$ cat config.mk
export PLATFORM = sky130hd
export DESIGN_NAME = time_keeper
export DESIGN_NICKNAME = d
export VERILOG_FILES = /design/src/rtl/time_pkg.sv /design/src/rtl/tick_prescaler.sv /design/src/rtl/time_keeper.sv
export SDC_FILE = /design/constraint.sdc
export NUM_CORES = 1
export LEC_CHECK = 0
export CAP_MARGIN = 40
export CORE_UTILIZATION = 45
export CTS_CLUSTER_DIAMETER = 30
export DETAILED_ROUTE_END_ITERATION = 8
export PLACE_DENSITY = 0.83
export SLEW_MARGIN = 20
export SYNTH_ARGS = -nofsm -noshare
export SYNTH_HDL_FRONTEND = slang
export SYNTH_SLANG_ARGS = --single-unit
$ cat constraint.sdc
create_clock -name clk_2MHz -period 2 [get_ports clk_2MHz]
set_clock_uncertainty 0.05 [all_clocks]
set_input_delay 0.4 -clock clk_2MHz [delete_from_list [all_inputs] [get_ports clk_2MHz]]
set_output_delay 0.4 -clock clk_2MHz [all_outputs]
set_load 0.01 [all_outputs]
$ cat src/rtl/time_pkg.sv
// time_pkg: shared constants, the hh:mm:ss record and the 12-hour view helper
// used by the time_keeper block.
package time_pkg;

  localparam int unsigned TIME_W = 7;

  localparam logic [TIME_W-1:0] SEC_MAX  = 7'd59;
  localparam logic [TIME_W-1:0] MIN_MAX  = 7'd59;
  localparam logic [TIME_W-1:0] HOUR_MAX = 7'd23;

  typedef struct packed {
    logic [TIME_W-1:0] hh;
    logic [TIME_W-1:0] mm;
    logic [TIME_W-1:0] ss;
  } hms_t;

  // 24-hour value -> 12-hour display value (0 shows as 12).
  function automatic logic [TIME_W-1:0] to12h(input logic [TIME_W-1:0] hh);
    if (hh == '0) begin
      return 7'd12;
    end else if (hh > 7'd12) begin
      return hh - 7'd12;
    end else begin
      return hh;
    end
  endfunction

endpackage

$ cat src/rtl/tick_prescaler.sv
// tick_prescaler: divides clk_2MHz by DIV and produces a one-cycle enable.
// Ports:
//   clk_2MHz  system clock (rising edge)
//   reset     synchronous, active-high reset
//   en        count enable; the counter holds while low
//   clr       synchronous clear, overrides en and suppresses tick
//   tick      combinational pulse in the cycle where the counter wraps
module tick_prescaler #(
  parameter int unsigned DIV = 10
) (
  input  logic clk_2MHz,
  input  logic reset,
  input  logic en,
  input  logic clr,
  output logic tick
);

  localparam int unsigned CNT_W = (DIV > 1) ? $clog2(DIV) : 1;
  localparam logic [CNT_W-1:0] LAST = CNT_W'(DIV - 1);

  logic [CNT_W-1:0] cntQ;

  assign tick = en & ~clr & (cntQ == LAST);

  always_ff @(posedge clk_2MHz) begin
    if (reset) begin
      cntQ <= '0;
    end else if (clr) begin
      cntQ <= '0;
    end else if (en) begin
      cntQ <= (cntQ == LAST) ? '0 : cntQ + CNT_W'(1);
    end
  end

endmodule

$ cat src/rtl/time_keeper.sv
// time_keeper: single-clock 24-hour time-of-day counter with run/pause,
// validated set, carry pulses, 12-hour display view and optional alarm.
// Optional feature macro: TIME_KEEPER_ALARM_EN (alarm compare built when defined,
// otherwise alarm is tied low and the alarm inputs are ignored).
// Ports:
//   clk_2MHz, reset          clock, synchronous active-high reset
//   run                      count enable (time and prescaler hold while low)
//   set, setHH/MM/SS         load request and 24-hour load values
//   mode12                   show outHH/pm in 12-hour form
//   almHH/almMM, alarm_en    alarm time and enable
//   outHH/outMM/outSS, pm    current time
//   sec_tick, day_wrap       one-cycle pulses on second advance / midnight wrap
//   set_err, alarm           one-cycle pulses on rejected set / alarm match
module time_keeper
  import time_pkg::*;
#(
  parameter int unsigned CLK_HZ  = 2000000,
  parameter int unsigned TICK_HZ = 1
) (
  input  logic              clk_2MHz,
  input  logic              reset,
  input  logic              run,
  input  logic              set,
  input  logic [TIME_W-1:0] setHH,
  input  logic [TIME_W-1:0] setMM,
  input  logic [TIME_W-1:0] setSS,
  input  logic              mode12,
  input  logic [TIME_W-1:0] almHH,
  input  logic [TIME_W-1:0] almMM,
  input  logic              alarm_en,
  output logic [TIME_W-1:0] outHH,
  output logic [TIME_W-1:0] outMM,
  output logic [TIME_W-1:0] outSS,
  output logic              pm,
  output logic              sec_tick,
  output logic              day_wrap,
  output logic              set_err,
  output logic              alarm
);

  localparam int unsigned DIV = CLK_HZ / TICK_HZ;

  hms_t curQ;
  hms_t nxt;
  logic wrapsDay;
  logic tick;
  logic prescEn;
  logic setValid;
  logic secTickQ, dayWrapQ, setErrQ;

  assign prescEn  = run & ~set;
  assign setValid = (setHH <= HOUR_MAX) && (setMM <= MIN_MAX) && (setSS <= SEC_MAX);

  tick_prescaler #(
    .DIV(DIV)
  ) uPrescaler (
    .clk_2MHz(clk_2MHz),
    .reset   (reset),
    .en      (prescEn),
    .clr     (set),
    .tick    (tick)
  );

  // Time after one second, with carries.
  always_comb begin
    nxt      = curQ;
    wrapsDay = 1'b0;
    if (curQ.ss >= SEC_MAX) begin
      nxt.ss = '0;
      if (curQ.mm >= MIN_MAX) begin
        nxt.mm = '0;
        if (curQ.hh >= HOUR_MAX) begin
          nxt.hh   = '0;
          wrapsDay = 1'b1;
        end else begin
          nxt.hh = curQ.hh + 7'd1;
        end
      end else begin
        nxt.mm = curQ.mm + 7'd1;
      end
    end else begin
      nxt.ss = curQ.ss + 7'd1;
    end
  end

  always_ff @(posedge clk_2MHz) begin
    if (reset) begin
      curQ     <= '0;
      secTickQ <= 1'b0;
      dayWrapQ <= 1'b0;
      setErrQ  <= 1'b0;
    end else begin
      secTickQ <= 1'b0;
      dayWrapQ <= 1'b0;
      setErrQ  <= 1'b0;
      if (set) begin
        // set outranks run and any pending wrap; an invalid set leaves time alone
        if (setValid) begin
          curQ <= '{hh: setHH, mm: setMM, ss: setSS};
        end else begin
          setErrQ <= 1'b1;
        end
      end else if (tick) begin
        curQ     <= nxt;
        secTickQ <= 1'b1;
        dayWrapQ <= wrapsDay;
      end
    end
  end

`ifdef TIME_KEEPER_ALARM_EN
  logic alarmHit;
  logic alarmQ;

  // Alarm only on a tick into hh:mm:00, never on a set.
  assign alarmHit = alarm_en && (nxt.hh == almHH) && (nxt.mm == almMM) && (nxt.ss == '0);

  always_ff @(posedge clk_2MHz) begin
    if (reset) begin
      alarmQ <= 1'b0;
    end else begin
      alarmQ <= ~set & tick & alarmHit;
    end
  end

  assign alarm = alarmQ;
`else
  logic unused_alarm;
  assign unused_alarm = ^{almHH, almMM, alarm_en};
  assign alarm = 1'b0;
`endif

  assign outHH    = mode12 ? to12h(curQ.hh) : curQ.hh;
  assign outMM    = curQ.mm;
  assign outSS    = curQ.ss;
  assign pm       = mode12 & (curQ.hh >= 7'd12);
  assign sec_tick = secTickQ;
  assign day_wrap = dayWrapQ;
  assign set_err  = setErrQ;

endmodule

; ---- After elaboration in Yosys (flattened, before gate mapping)
; Index checks and enable logic that the tools add are counted.
[word_totals]
register_bits = 45
inputBits = 41
wordCells = 57
[classes]
n_addsub = 5
n_lt_le_gt_ge = 8
n_eq_ne = 2
n_mux = 15
bitwise_logic = 8
n_reduce_logical = 12
[op_table]
columns = cell, count
row1 = 2-to-1 mux 21 bit, 4
row2 = 2-to-1 mux 7 bit, 7
row3 = "adder 21 x 1 -> 21 bit, second input constant", 1
row4 = "adder 7 x 1 -> 7 bit, second input constant", 3
row5 = "equality test 21 bit, second input constant", 1
row6 = "greater-or-equal comparator 7 x 6 -> 1 bit, second input constant", 2
row7 = "<= comparator 7 x 6 -> 1 bit, second input constant", 2
row8 = 2-to-1 mux 14 bit, 1
row9 = "greater-or-equal comparator 7 x 4 -> 1 bit, second input constant", 1
row10 = "greater-or-equal comparator 7 x 5 -> 1 bit, second input constant", 1
row11 = "> comparator 7 x 4 -> 1 bit, second input constant", 1
row12 = "<= comparator 7 x 5 -> 1 bit, second input constant", 1
row13 = logical NOT 7 bit, 1
row14 = "subtractor 7 x 4 -> 7 bit, second input constant", 1
row15 = nonzero test 2 bit, 3
row16 = OR reduction 5 bit, 1
row17 = AND 1 bit, 4
row18 = inverter 1 bit, 4
row19 = AND reduction 4 bit, 1
row20 = OR reduction 2 bit, 2
row21 = 2-to-1 mux 1 bit, 3
row22 = AND reduction 3 bit, 1
row23 = logical AND 1 bit, 2
row24 = "!= test 2 x 1 -> 1 bit, second input constant", 1
row25 = AND reduction 2 bit, 1

; ---- Logic depth before layout (Yosys ltp)
; Gate-level depths: netlist of the first run.
[logic_depth]
ltp_word = 6
ltp_mapped = 7
depth_no_buf = 7

; ---- Hierarchy
; Synthesis of the first run repeated with hierarchy kept, for this count alone.
[hier_totals]
cells_unflattened = 331
hier_area_um2 = 2716.4
[by_module_without_submodules]
columns = mod, n_inst, cells_each, area_per_inst_um2
row1 = time_keeper, 1, 215, 1690.4
row2 = tick_prescaler, 1, 116, 1026.0

; ---- Least setup slack after synthesis of the first run
; No wires, ideal clock.
[synth_timing]
path_type = reg2out
from = register curQ[18] (netlist bit)
to = output outHH[3]
t_arrival_ns = 1.552
required_time_ns = 1.550
path_slack_ns = -0.002
path_stages_with_launch = 6
n_path_buf = 1
path_cell_list = dfxtp_1 clkbuf_1 or3_1 o21ai_0 nor2_1 o21ai_0
[synth_between]
elab_chain_len = 4
[synth_lines]
columns = item, line
row1 = from (decl), time_keeper.sv:43  ; hms_t curQ;
row2 = from (signal assigned), time_keeper.sv:99  ; curQ <= '{hh: setHH, mm: setMM, ss: setSS};
row3 = from (signal assigned), time_keeper.sv:104  ; curQ <= nxt;
row4 = > comparator 7 x 4 -> 1 bit, time_pkg.sv:21  ; end else if (hh > 7'd12) begin
row5 = 2-to-1 mux 7 bit, time_pkg.sv:21
row6 = 2-to-1 mux 7 bit (*), time_pkg.sv:19  ; if (hh == '0) begin
row7 = 2-to-1 mux 7 bit (*), time_keeper.sv:133  ; assign outHH = mode12 ? to12h(curQ.hh) : curQ.hh;
row8 = to (decl), time_keeper.sv:31  ; output logic [TIME_W-1:0] outHH,
; Mark *: on every way between the ends. The rest lies on a longest branch, timed or not.

; ---- Worst setup path in the final report of the first run
[layout_timing]
from = register uPrescaler.cntQ[9]
to = register curQ[16] (netlist bit)
[layout_between]
elab_chain_len = 4
[layout_lines]
columns = item, line
row1 = from (decl), tick_prescaler.sv:21  ; logic [CNT_W-1:0] cntQ;
row2 = from (signal assigned), tick_prescaler.sv:31  ; cntQ <= (cntQ == LAST) ? '0 : cntQ + CNT_W'(1);
row3 = equality test 21 bit, tick_prescaler.sv:23  ; assign tick = en & ~clr & (cntQ == LAST);
row4 = AND 1 bit, tick_prescaler.sv:23
row5 = nonzero test 2 bit (no line), n/a
row6 = AND reduction 4 bit (no line), n/a
; No other way between the ends.
; A chain may end at the register's enable or synchronous reset.

==> results of run 1 <==
kinds of logic (layout without fill, tap and decap cells):
logic type | Yosys count | in the layout | synth area share, %
other | 1 | 1 | 0.140
DFF | 45 | 45 | 33.7
buffers and inverters | 40 | 140 | 7.73
AOI/OAI and AO/OA | 68 | 68 | 18.4
adders and majority gates | 8 | 8 | 3.75
xor gates and xnor gates | 23 | 23 | 7.54
and+or+nand+nor | 145 | 145 | 28.7
synth_stat cells, types with 9 or more instances:
master	count	area share, %
dfxtp_1	45	34
nor2_1	41	5.8
nand2_1	29	4.1
a21oi_1	19	3.6
nor3_1	16	3.0
buf_4	15	4.2
xnor2_1	15	4.9
inv_1	14	2.0
nand3_1	13	2.4
nand4_1	11	2.6
clkbuf_1	10	1.4
o21ai_0	9	1.7
flip-flops by register name, indices dropped and copies added (netlist names):
register         flops
uPrescaler.cntQ     21
outMM                7
curQ                 7
outSS                7
set_err              1
day_wrap             1
sec_tick             1
critical path, stage by stage (launching register included):
cell	delay, ps
dfxtp_2	330
or4b_4	570
nor4_4	430
buf_4	180
and4_4	270
o211ai_1	130
o31ai_2	90
metrics by stage:
stage	power, W	hold slack (ps)	utilization (%)	cells
detailed placement	0.00114	468	63.9	488
global route	0.00192	504	71.8	502
CTS	0.00185	481	68.1	500
global placement	0.00114	450	63.9	488
finish	0.00187	478	71.8	502
floorplan	0.00102	427	-	330
final timing paths:
path                                     endpoint  cells after the start
hold / removal    uPrescaler.cntQ[1]$_SDFFE_PP0P_                      2
setup / recovery            curQ[16]$_SDFFE_PP0P_                      6
hold reg to reg   uPrescaler.cntQ[1]$_SDFFE_PP0P_                      2
setup reg to reg            curQ[16]$_SDFFE_PP0P_                      6
routing by layer:
metal / global-route usage, % / vias to the layer above
li1: - / 1388
met3: 4.48 / 43
met4: 8.18 / 0
met2: 43.7 / 166
met1: 29.8 / 1489
met5: 0 / -
report_power, final:
part	switching, W	internal (W)	total (W)
clock	0.000337	0.000374	0.000712
sequential	0.00000633	0.000902	0.000909
combinational	0.000119	0.000127	0.000246
timing repair:
item	CTS	global route
setup endpoints to repair	16	48
pin swaps	9	28
cloned	0	0
hold buffers	0	0
setup buffers	4	2
resized for setup	54	53
final cells by class:
type	instances	area, um2
Multi-Input combinational cell	245	1850
Fill cell	367	1580
Timing Repair Buffer	118	1010
Sequential cell	45	911
Tap cell	72	90.1
Clock buffer	5	68.8
Inverter	14	52.6
Clock inverter	3	46.3
==> metrics, run 1 <==
clock buffer depth=2; pwr dens=between 400 and 500 mW/mm2; critical path fanouts, max=4; number of I/O pins=67; Global Route Usage Sum=about a quarter; failing checks=negative setup slack; number of enable flip-flop cells after synthesis=0; first-pass GRT wire length=roughly 12 mm; met3 WL=about 520 um; FF-to-FF setup slack=-130 ps; RSZ-0062 raised after global routing=true; setup_tns=-1370 ps; Critical Path RT=about 2200 ps; period utilization=107%; DR WL/cell=roughly 17 um; Setup crit start=uPrescaler.cntQ[9]$_SDFFE_PP0P_; area of the mapped netlist=around 0.0027 mm2; antenna violations before repair=0; fmax=469 MHz; syn avg cell area=slightly above 8 um2; Diodes inserted=0; vias in the first global route=between 2,000 and 3,000; P_leak=1.55 nW; asr flop ratio synth=0%; startpoint types=register; Placed Area=approximately 0.0036 mm2; most common cell after layout, fill and taps aside=buf_4; worst skew pair latency=around 310 ps; Detailed Route WL=8.71 mm; worst setup margin=-130 ps; Port-buffer cells=50; reg2reg start=uPrescaler.cntQ[9]$_SDFFE_PP0P_; register area share after synthesis=between 30 and 40%; largest net degree at the start of global routing=21; Inserted Clock Buffers=5; crit end category=register; root buffer cell=clkbuf_8; max_cap viols=0; top sig layer=met4; via/cell ratio=6.15; endpoints failing setup=19; Clock transition at path regs=~90 ps; DRC violations left=0; remaining global-route overflow=0; Worst Tran Pin Value=about 520 ps; final hold vios=0; CP arrival=approximately 2300 ps; core footprint=0.00561 mm2; pre-CTS setup slack=-392 ps; most frequent cells in the layout=buf_4, clkdlybuf4s50_1, nor2_1; hold path startpoint=uPrescaler.cntQ[1]$_SDFFE_PP0P_; clk sink count=45; Die Area=approximately 0.0062 mm2; ANT nets after route=0; Area growth syn-to-layout=50.8%; HP Class=reg -> reg; syn nets=between 300 and 400; Die H=approximately 80 um; Rel. slew slack=between 60% and 70%; # rows=27; drt first pass iters=5; outcome=finished, violations left; RePlAce Congestion=between 0.8 and 0.9; TritonCTS clock tree=built; #FFs+latches synth=45; Main synth FF type=dfxtp_1; htree depth=2; Syn Inst Count=330; Initial Util=47.6%; fin nets=478; die width=approximately 79 um; met1 WL=between 3 and 4 mm; Cell variety after synth=between 50 and 60; Final Cell Area=roughly 0.004 mm2; DR vias=3,086; synth warn=0; Final Max Slew Viols=0; layout cell share with drive strength beyond 1=about a third; Met2 Wirelength=about 4.4 mm; 1st-iter DRT viols=around 200; Final Critical Period=2130 ps; critical path class=reg -> reg; DP HPWL=5.25 mm; VDD IR max=approximately 0.00040 V
(Power assumes the default switching activity.)
==> inputs of run 2 (changes only) <==
- CORE_ASPECT_RATIO: unset -> 1.4
- CORE_MARGIN: unset -> 2
==> run 2 against run 1 <==
Net effect: the run still ends with negative setup slack left; routed wire length shrank 2.3%; critical path depth up 2; final area grew 0.75%; sequential power barely moved; worst setup slack got worse by 73 ps; highest routed layer unchanged; sequential share of layout area shrank 0.20 points; fmax is 3.3% lower; power fell by 6.9%; register-to-register slack improved by 70 ps; critical path type is now reg -> out; count of clock-buffer cells in the layout stayed put.
==> metrics, run 2 (same netlist as run 1, synthesis figures left out) <==
clock buffer depth=2 (unchanged); Inserted Clock Buffers=5 (unchanged); RSZ-0062 raised after global routing=true; DR vias=2,952 (-4.3%); HP Class=reg -> reg; DR WL/cell=16.8 um (-3.1%); max FFs per register=21 (unchanged); fin nets=484 (+1.3%); Die H=95.1 um (+20%); TritonCTS clock tree=built; vias in the first global route=2,899 (+6.9%); Slowest-stage cell, CP=dfxtp_2; crit end category=output pin; DRC violations left=0 (unchanged); critical path class=reg -> out; critical path fanouts, max=4 (unchanged); worst setup margin=-203 ps (-72.7 ps); final hold vios=0 (unchanged); worst skew pair latency=310 ps (about the same); Critical Path RT=1550 ps (-630 ps); htree depth=2 (unchanged); period utilization=110% (+3.6 points); Post-CTS Hold Fix Bufs=0 (unchanged); RePlAce Congestion=0.922 (+4.3%); setup_tns=-942 ps (+430 ps); placed cell count=492 (+0.82%); drt first pass iters=4 (-1); pwr dens=428 mW/mm2 (-7.6%); startpoint types=register; Area growth syn-to-layout=51.9%; max_cap viols=0 (unchanged); ANT nets after route=0 (unchanged); Largest Register=uPrescaler.cntQ; Detailed Route WL=8.51 mm (-2.3%); outcome=finished, violations left; post-layout util=70.2% (-1.6 points); DP HPWL=5.68 mm (+8.2%); die width=69.1 um (-13%); Fillers=423 (+15%); endpoints failing setup=13 (-6); final cell count without fillers=506 (+0.80%); CP arrival=1750 ps (-560 ps); number of I/O pins=67 (unchanged); via/cell ratio=5.83 (-5.1%); first-pass GRT wire length=12.7 mm (+3.7%); P_leak=1.58 nW (+1.8%); Final Critical Period=2200 ps (+72.7 ps); Die Area=0.00657 mm2 (+5.3%); largest net degree at the start of global routing=21 (unchanged); VDD IR max=0.000478 V (+20%); Final Max Slew Viols=0 (unchanged); fmax=454 MHz (-3.3%); Port-buffer cells=50 (unchanged); core footprint=0.00578 mm2 (+3.1%); Clock transition at path regs=90 ps (about the same); failing checks=negative setup slack; most frequent cells in the layout=buf_4, clkdlybuf4s50_1, nor2_1; antenna violations before repair=0 (unchanged); clk sink count=45 (unchanged); 1st-iter DRT viols=238 (+17%); most common cell after layout, fill and taps aside=buf_4; Diodes inserted=0 (unchanged); Initial Util=46.2% (-1.4 points); root buffer cell=clkbuf_8; Cell Chain, Critical Path=buf_4, ha_2, buf_6, nand2b_4, nor3_2, a21oi_1, nor2_1, buf_2; layout cell share with drive strength beyond 1=36.2% (+2.5 points); remaining global-route overflow=0 (unchanged); Global Route Usage Sum=23.7% (-1.0 points); # rows=33 (+22%); slowest stage delay, CP=350 ps (-220 ps)
==> run 2: changes by cell type in the layout (fill, tap and decap cells not counted), sizes merged <==
cell	before	now
clkdlybuf4s15	1	0
bufinv	1	0
inv	14	15
buf	73	80
==> run 2: worst max-delay path: cells and delay by family (launching register included) <==
| kind | cells | cell delay (ps) |
|---|---|---|
| compound gates | 1 | 60 |
| fa+ha+maj | 1 | 200 |
| buf+inv | 3 | 390 |
| flops | 1 | 350 |
| simple gates | 3 | 450 |
==> run 2: through the flow <==
stage	setup slack [ps]	cell area [um2]	hold slack, ps	power, W
detailed placement	-416	3610	467	0.00114
CTS	-88.4	3830	484	0.00172
global route	-279	4060	515	0.00180
floorplan	78.3	2670	427	0.00102
finish	-203	4060	477	0.00174
global placement	-384	3610	453	0.00114
==> run 2: layer usage <==
layer / part of all wire [%] / vias up / global-route usage (%)
met5: 0 / - / 0
met3: 4.4 / 31 / 4.02
met4: 3.5 / 0 / 12.1
met2: 55 / 105 / 45.7
met1: 37 / 1418 / 24.4
li1: - / 1398 / -
==> run 2: what timing repair did <==
action | 4_1_cts | 5_1_grt
setup buffers | 4 | 2
gates resized for setup | 56 | 62
pin swaps | 11 | 34
endpoints found under the setup margin | 16 | 28
==> run 2: path summary, 6_finish.rpt <==
kind                                          from                               end  slack [ps]  cells after the start
hold / removal    uPrescaler.cntQ[20]$_SDFFE_PP0P_  uPrescaler.cntQ[20]$_SDFFE_PP0P_         480                      2
hold reg to reg   uPrescaler.cntQ[20]$_SDFFE_PP0P_  uPrescaler.cntQ[20]$_SDFFE_PP0P_         480                      2
setup reg to reg   uPrescaler.cntQ[9]$_SDFFE_PP0P_             outMM[5]$_SDFFE_PP0P_         -60                      6
setup / recovery             curQ[16]$_SDFFE_PP0P_                          outHH[4]        -200                      8
==> run 2: layout make-up <==
class	instances	area, um2	area share (%)
well taps	70	87.6	2.16
inverters	14	52.6	1.30
multi-input cells	245	1870	46.1
clock inverters	3	21.3	0.524
repair buffers	124	1050	25.8
flip-flops and latches	45	910	22.4
clock buffers	5	68.8	1.70
==> run 2: power by group <==
group | total, W | internal, W | switching, W
Sequential | 0.000907 | 0.000902 | 0.00000508
Clock | 0.000581 | 0.000248 | 0.000333
Combinational | 0.000249 | 0.000130 | 0.000119
==> inputs of run 3 (changes only) <==
- CORE_UTILIZATION: 45 -> 40
- PLACE_DENSITY: 0.83 -> 0.76
==> run 3 against run 2 <==
Net effect: the run still ends with negative setup slack left; largest power group unchanged; first-iteration DRC count shrank 7.1%; worst setup slack better by 67 ps; critical path depth fell by 1; largest cell class unchanged; register-to-register slack improved by 70 ps; count of clock-buffer cells in the layout up 1.
==> metrics, run 3 (same netlist as run 1, synthesis figures left out) <==
ANT nets after route=0 (unchanged); switching portion of total power=25.4% (-0.89 points); CP arrival=1690 ps (-60 ps); Clock transition at path regs=100 ps (about the same); Largest delay share family, worst path=simple AND/OR/NAND/NOR gates; Buf+Inv Stages, Crit Path=2 (-1); PnR Total Power=0.00177 W (+1.6%); DR vias=2,834 (-4.0%); Net Sw Power=0.000449 W (-1.8%); RSZ-0062 raised after global routing=true; placed cell count=493 (+0.20%); DRC violations left=0 (unchanged); Final Critical Period=2140 ps (-66.9 ps); Die Area=0.00735 mm2 (+12%); vias in the first global route=2,790 (-3.8%); slowest stage delay, CP=410 ps (+60 ps); combinational power share=13.4% (-0.9 points); Clk pwr share=35.2% (+1.7 points); most common cell after layout, fill and taps aside=buf_4; Inserted Clock Buffers=5 (unchanged); Diodes inserted=0 (unchanged); fmax=468 MHz (+3.1%); 1st-iter DRT viols=221 (-7.1%); Slowest-stage cell, CP=or3_4; critical path fanouts, max=3 (-1); max FFs per register=21 (unchanged); remaining global-route overflow=0 (unchanged); final cell count without fillers=507 (+0.20%); worst setup margin=-136 ps (+66.9 ps); post-layout util=60.3% (-9.8 points); Reg power frac=51.4% (-0.8 points); endpoints failing setup=6 (-7); Initial Util=40.9% (-5.3 points); clk sink count=45 (unchanged); clock buffer depth=2 (unchanged); worst skew pair latency=300 ps (about the same); Die H=101 um (+5.8%); Final Max Slew Viols=0 (unchanged); HP Class=in -> reg; Largest Register=uPrescaler.cntQ; pwr dens=448 mW/mm2 (+4.7%); pre-CTS setup slack=-401 ps (+14.4 ps); P_leak=1.55 nW (-1.6%); max_cap viols=0 (unchanged); Port-buffer cells=50 (unchanged); crit end category=output pin; Critical Path RT=1550 ps (about the same); antenna violations before repair=0 (unchanged); largest net degree at the start of global routing=25 (+19%); P_int=0.00132 W (+2.8%); core footprint=0.00653 mm2 (+13%); first-pass GRT wire length=12.3 mm (-3.3%); startpoint types=register; drt first pass iters=4 (unchanged); outcome=finished, violations left; Post-CTS Hold Fix Bufs=0 (unchanged); fin nets=481 (-0.62%); Global Route Usage Sum=20.7% (-2.9 points); die width=73.1 um (+5.7%); VDD IR max=0.000386 V (-19%); failing checks=negative setup slack; via/cell ratio=5.59 (-4.2%); htree depth=2 (unchanged); period utilization=107% (-3.3 points); critical path class=reg -> out; Cell Chain, Critical Path=or3_4, buf_6, a21oi_4, nor3_2, a21oi_1, nor2_1, buf_2; DR WL/cell=15.5 um (-8.1%); most frequent cells in the layout=buf_4, nor2_1, dfxtp_1; RePlAce Congestion=0.812 (-12%); root buffer cell=clkbuf_8; Area growth syn-to-layout=47.5%; DP HPWL=5.50 mm (-3.2%); layout cell share with drive strength beyond 1=29.8% (-6.4 points); # rows=35 (+6.1%); TritonCTS clock tree=built; Detailed Route WL=7.84 mm (-7.9%); final hold vios=0 (unchanged); number of I/O pins=67 (unchanged)
[run 3: cell count changes in the layout (fill, tap and decap cells not counted), sizes merged]
cell           before  now
clkinvlp            1    0
clkbuf              7    8
dlygate4sd2         1    2
dlymetal6s2s        0    2
buf                80   76
clkdlybuf4s50      41   39
[run 3: final cells by class]
type	count	area, um2
Multi-Input combinational cell	245	1760
Clock buffer	6	82.6
Inverter	14	52.6
Tap cell	74	92.6
Clock inverter	2	17.5
Sequential cell	45	907
Fill cell	556	2590
Timing Repair Buffer	121	1020
[run 3: per-stage QoR]
step           area [um2]  hold slack [ps]  setup TNS (ps)
2_1_floorplan        2670              427               0
3_3_place_gp         3610              452           -6360
3_5_place_dp         3610              463           -8030
4_1_cts              3740              474            -666
5_1_grt              3940              449           -1500
6_report             3940              430            -581
[run 3: routing by layer]
| metal | wire length (um) | vias to the layer above | track usage (%) |
|---|---|---|---|
| met5 | 0 | - | 0 |
| met3 | 275 | 17 | 3.40 |
| met2 | 4240 | 70 | 37.8 |
| met1 | 3120 | 1353 | 23.1 |
| met4 | 204 | 0 | 8.69 |
| li1 | - | 1394 | - |
[run 3: worst min-delay path, cell delays in order]
cell	delay, ps
dlymetal6s2s_1	140
buf_4	140
a211oi_1	60
[run 3: final timing paths]
kind                              startpoint                               to  slack (ps)  cells past startpoint
max reg2reg            curQ[17]$_SDFFE_PP0P_            curQ[16]$_SDFFE_PP0P_          10                      9
min reg2reg  uPrescaler.cntQ[1]$_SDFFE_PP0P_  uPrescaler.cntQ[1]$_SDFFE_PP0P_         470                      2
min                                      run  uPrescaler.cntQ[1]$_SDFFE_PP0P_         430                      3
max                    curQ[19]$_SDFFE_PP0P_                         outHH[4]        -140                      7
[run 3: power by group through the flow]
stage / sequential [W] / combinational (W) / clock [W]
4_1_cts: 0.000907 / 0.000219 / 0.000637
5_1_grt: 0.000908 / 0.000254 / 0.000673
3_3_place_gp: 0.000928 / 0.000215 / 0
2_1_floorplan: 0.000929 / 0.0000872 / 0
3_5_place_dp: 0.000928 / 0.000218 / 0
6_report: 0.000907 / 0.000236 / 0.000622
[run 3: timing repair]
action                                  4_1_cts  5_1_grt
buffers inserted                              2        4
gates resized for setup                      37       41
gates cloned                                  0        0
pin swaps                                     9       11
endpoints found under the setup margin       13       23
